$ cat src/rtl/rem_seq_ctrl.sv
// Sequential operand/result front-end for the combinational rem unit.
// Optional REM_SELFCHECK_EN adds a sticky comparator on rem's low remainder bits.
module rem_seq_ctrl #(
  parameter int WIDTH    = 3,
  parameter int ERRCNT_W = 4
) (
  input  logic                clk,
  input  logic                rst,
  input  logic                abort,
  input  logic                in_valid,
  output logic                in_ready,
  input  logic [WIDTH-1:0]    in_data,
  output logic [WIDTH-1:0]    rem_numerator,
  output logic [WIDTH-1:0]    rem_denominator,
  input  logic [WIDTH-1:0]    rem_remainder,
  input  logic                rem_divbyzero,
  output logic                out_valid,
  input  logic                out_ready,
  output logic [WIDTH-1:0]    out_remainder,
  output logic                out_divbyzero,
  output logic [ERRCNT_W-1:0] dbz_count,
  output logic                selfcheck_err
);

  typedef enum logic [1:0] {
    S_NUM,
    S_DEN,
    S_EVAL,
    S_OUT
  } state_t;

  state_t state_q, state_d;

  logic [WIDTH-1:0]    num_q;
  logic [WIDTH-1:0]    den_q;
  logic [WIDTH-1:0]    res_q;
  logic                dbz_q;
  logic [ERRCNT_W-1:0] cnt_q;

  logic accept_num;
  logic accept_den;
  logic capture;

  always_ff @(posedge clk) begin
    if (rst) begin
      state_q <= S_NUM;
    end else begin
      state_q <= state_d;
    end
  end

  always_comb begin
    state_d = state_q;
    case (state_q)
      S_NUM:   if (in_valid)  state_d = S_DEN;
      S_DEN:   if (in_valid)  state_d = S_EVAL;
      S_EVAL:                 state_d = S_OUT;
      S_OUT:   if (out_ready) state_d = S_NUM;
      default:                state_d = S_NUM;
    endcase
    if (abort) begin
      state_d = S_NUM;
    end
  end

  // Abort outranks every data update, so handshakes coinciding with it are dropped.
  assign accept_num = (state_q == S_NUM)  && in_valid && !abort;
  assign accept_den = (state_q == S_DEN)  && in_valid && !abort;
  assign capture    = (state_q == S_EVAL) && !abort;

  always_ff @(posedge clk) begin
    if (rst) begin
      num_q <= '0;
      den_q <= '0;
      res_q <= '0;
      dbz_q <= 1'b0;
      cnt_q <= '0;
    end else begin
      if (accept_num) begin
        num_q <= in_data;
      end
      if (accept_den) begin
        den_q <= in_data;
      end
      if (capture) begin
        res_q <= rem_remainder;
        dbz_q <= rem_divbyzero;
        if (rem_divbyzero && (cnt_q != {ERRCNT_W{1'b1}})) begin
          cnt_q <= cnt_q + 1'b1;
        end
      end
    end
  end

`ifdef REM_SELFCHECK_EN
  logic       chk_q;
  logic [1:0] expect_lo;

  assign expect_lo = (den_q[1:0] != 2'b00) ? (num_q[1:0] % den_q[1:0]) : 2'b00;

  always_ff @(posedge clk) begin
    if (rst) begin
      chk_q <= 1'b0;
    end else if (capture && (den_q[1:0] != 2'b00) && (rem_remainder[1:0] != expect_lo)) begin
      chk_q <= 1'b1;
    end
  end

  assign selfcheck_err = chk_q;
`else
  assign selfcheck_err = 1'b0;
`endif

  assign in_ready        = !rst && ((state_q == S_NUM) || (state_q == S_DEN));
  assign out_valid       = (state_q == S_OUT);
  assign rem_numerator   = num_q;
  assign rem_denominator = den_q;
  assign out_remainder   = res_q;
  assign out_divbyzero   = dbz_q;
  assign dbz_count       = cnt_q;

endmodule

$ cat config.mk
export PLATFORM = sky130hd
export DESIGN_NAME = rem_seq_ctrl
export DESIGN_NICKNAME = d
export VERILOG_FILES = /design/src/rtl/rem_seq_ctrl.sv
export SDC_FILE = /design/constraint.sdc
export NUM_CORES = 1
export LEC_CHECK = 0
export ABC_AREA = 1
export CAP_MARGIN = 10
export CORE_MARGIN = 2
export CORE_UTILIZATION = 45
export CTS_BUF_LIST = sky130_fd_sc_hd__clkbuf_8
export DETAILED_ROUTE_END_ITERATION = 8
export PLACE_DENSITY = 0.88
export SYNTH_ARGS = -nofsm -noshare
export SYNTH_HDL_FRONTEND = slang
export SYNTH_SLANG_ARGS = --single-unit
export TNS_END_PERCENT = 5
$ cat constraint.sdc
create_clock -name clk -period 1.5 [get_ports clk]
set_input_delay 0.15 -clock clk [delete_from_list [all_inputs] [get_ports clk]]
set_output_delay 0.15 -clock clk [all_outputs]
set_load 0.05 [all_outputs]
==> results of run 1 <==
==> power by group <==
part           internal [W]  leakage, nW  switching, W  total (W)
logic             0.0000853        0.349      0.000129   0.000214
clock network      0.000233       0.0288      0.000147   0.000380
registers          0.000443        0.131     0.0000102   0.000453
==> layout make-up <==
cell class,count,share of cell area (%)
sequential,16,28.8
multi-input combinational,80,36.1
tap,17,1.89
timing repair buffer,29,24.0
clock buffer,4,4.89
inverter,13,4.33
==> critical path: stages, from the launching register on <==
cell     delay (ns)
dfxtp_2        0.34
inv_1          0.07
ha_1           0.22
nor2_2         0.18
nor2_2         0.07
buf_12         0.16
==> path summary, 6_finish.rpt <==
check | end | slack [ns] | depth (start not counted)
setup / recovery | in_ready | 0.05 | 5
setup reg to reg | state_q[0] | 0.14 | 9
hold / removal | out_divbyzero | 0.47 | 2
hold reg to reg | out_divbyzero | 0.47 | 2
==> sequential cells by signal, summed over array words and instances (netlist names) <==
signal	cells
dbz_count	4
out_divbyzero	1
out_remainder	3
rem_denominator	3
rem_numerator	3
state_q	2
==> layout by cell type, fill, tap and decap left out <==
cell	instances
inv_2	3
o21ai_1	2
nand2_1	14
ha_1	6
a21oi_2	1
clkbuf_8	4
dfxtp_2	3
inv_1	10
nand3_1	5
buf_12	2
nor2_2	4
nand3_2	1
o21ai_0	10
a21oi_1	1
nor2_1	33
clkdlybuf4s50_1	11
nor2_4	1
conb_1	1
buf_4	16
dfxtp_1	13
nand4_1	1
==> repair_timing <==
action                                  4_1_cts  5_1_grt
endpoints found under the setup margin        1        1
hold endpoints to repair                      0        0
pin swaps                                     0        1
setup buffers                                 0        2
gates resized for setup                       1        3
cloned                                        0        0
hold buffers                                  0        0
==> routing by layer <==
layer,up-vias,wire [um]
li1,408,-
met1,351,751
met2,21,834
met3,5,71
met4,0,42
met5,-,0
==> logic make-up (layout without fill, tap and decap cells) <==
| group | Yosys count | count (layout) | synth area share [%] |
|---|---|---|---|
| other | 1 | 1 | 0.479 |
| AOI/OAI and AO/OA | 14 | 14 | 9.42 |
| DFF | 16 | 16 | 40.9 |
| and+or+nand+nor | 59 | 59 | 31.8 |
| adders and majority gates | 6 | 6 | 9.58 |
| buffers and inverters | 15 | 46 | 7.83 |
==> stage by stage <==
stage | area [um^2] | cells
detailed placement | 1050 | 153
finish | 1130 | 159
global route | 1130 | 159
floorplan | 785 | 111
CTS | 1110 | 157
global placement | 1050 | 153
==> metrics.md, run 1 <==
| Metric | Value |
|---|---|
| Max Fanout on Critical Path | `3` |
| Core area | `1690 um^2` |
| CP startpoint kind | `flip-flop` |
| Maximum root-to-sink buffer count | `2` |
| Setup Slack @ Placement | `0.188 ns` |
| Pwr dens | `930 nW/um^2` |
| # diodes | `0` |
| Max IR drop VDD | `0.644 mV` |
| Worst setup EP type | `primary output` |
| Status | `finished, final reports clean` |
| Total GRT Usage | `19.0%` |
| Mapped Area | `783 um^2` |
| Yosys top cell by area | `dfxtp_1` |
| H-tree depth | `1` |
| Static Leakage | `0.509 nW` |
| Post-synthesis sequential area ratio | `40.9%` |
| Area occupied by multi-input gates | `407 um^2` |
| Tmin final | `1.45 ns` |
| Hold path start | `out_divbyzero` |
| Fin util | `66.7%` |
| Synth cell count leaders | `35 x nor2_1, 16 x dfxtp_1, 14 x nand2_1, 10 x inv_1, 10 x o21ai_0` |
| Worst-path clk slew | `0.06 ns` |
| GR Util met1 | `21.8%` |
| Sink Count | `16` |
| Routability cong. | `0.805` |
| Die extent in y | `45.7 um` |
| Unique masters post-synth | `18` |
| Area grow syn2layout | `43.8%` |
| Setup WS post-layout | `0.0548 ns` |
| Final #Nets | `161` |
| Via count | `785` |
| Port bufs | `27` |
| Final setup fails | `0` |
| Worst Hold Slack | `0.473 ns` |
| Fin. Hold Viols | `0` |
| Initial core utilization | `46.4%` |
| Max-slew violations | `0` |
| Share of layout cells above drive strength 1 | `24.6%` |
| YS warnings | `0` |
| Vias in the first global route | `716` |
| First-pass GRT wire length | `2.83 mm` |
| Worst Skew | `0.000932 ns` |
| Maxcap violations | `0` |
| GRT busiest layer | `met2` |
| Initial antenna violation count | `0` |
| HP Class | `reg2reg` |
| TritonCTS Buffers | `3` |
| Vias per std cell | `4.94` |
| Clock Tree Root | `clkbuf_8` |
| Row cnt | `15` |
| Clock Latency Late Sink | `0.25 ns` |
| DRT iter0 DRCs | `14` |
| Die ar. | `2090 um^2` |
| Chip Width | `45.7 um` |
| Fin Setup TNS | `0 ns` |
| Cell with the most instances after synthesis | `nor2_1` |
| Register area | `324 um^2` |
| DR WL/cell | `10.7 um` |
| HPWL after DPL | `1.30 mm` |
| Met2 Use GR | `32.1%` |
| PnR Total Power | `0.00105 W` |
| DRC Markers | `0` |
| Fraction of registers with async set/reset | `0%` |
| Pre-antenna DRT Iters | `4` |
| Crit path required time | `1.35 ns` |
| Register bit total from synthesis | `16` |
| Synth top area share | `40.9%` |
| Cell count after synthesis | `111` |
| Antenna-violating nets left | `0` |
| FMAX | `692 MHz` |
| GRT overflow | `0` |
| Net Count, Synth | `129` |
| Routing usage on met3 | `3.97%` |
| Number of synthesized flops with an enable pin | `0` |
| Ranking of synthesized cells by area | `dfxtp_1 41%, nor2_1 17%, ha_1 9.6%` |
| CP Data Arrival Time | `1.30 ns` |
| Largest net degree at the start of global routing | `13` |
| Final period util | `96.3%` |
| Fillers | `139` |
| CP Launch Point | `state_q[0]` |
| WL final | `1.70 mm` |
| Critical path class | `reg2out` |
| Reg2Reg Launch Point | `state_q[0]` |
| Avg Cell Area, Syn | `7.06 um^2` |
| CTS tree | `built` |
| Primary FF master, synth | `dfxtp_1` |
| # IOs | `29` |
Note: power is estimated with default switching activity, not from simulation.
==> inputs of run 2 (changes only) <==
--- a/config.mk
+++ b/config.mk
@@ -6,7 +6,7 @@
 export NUM_CORES = 1
 export LEC_CHECK = 0
 export ABC_AREA = 1
-export CAP_MARGIN = 10
+export CAP_MARGIN = 20
 export CORE_MARGIN = 2
 export CORE_UTILIZATION = 45
 export CTS_BUF_LIST = sky130_fd_sc_hd__clkbuf_8
==> results of run 2 <==
Same layout as run 1: the final DEF is identical, and so are final timing and power.
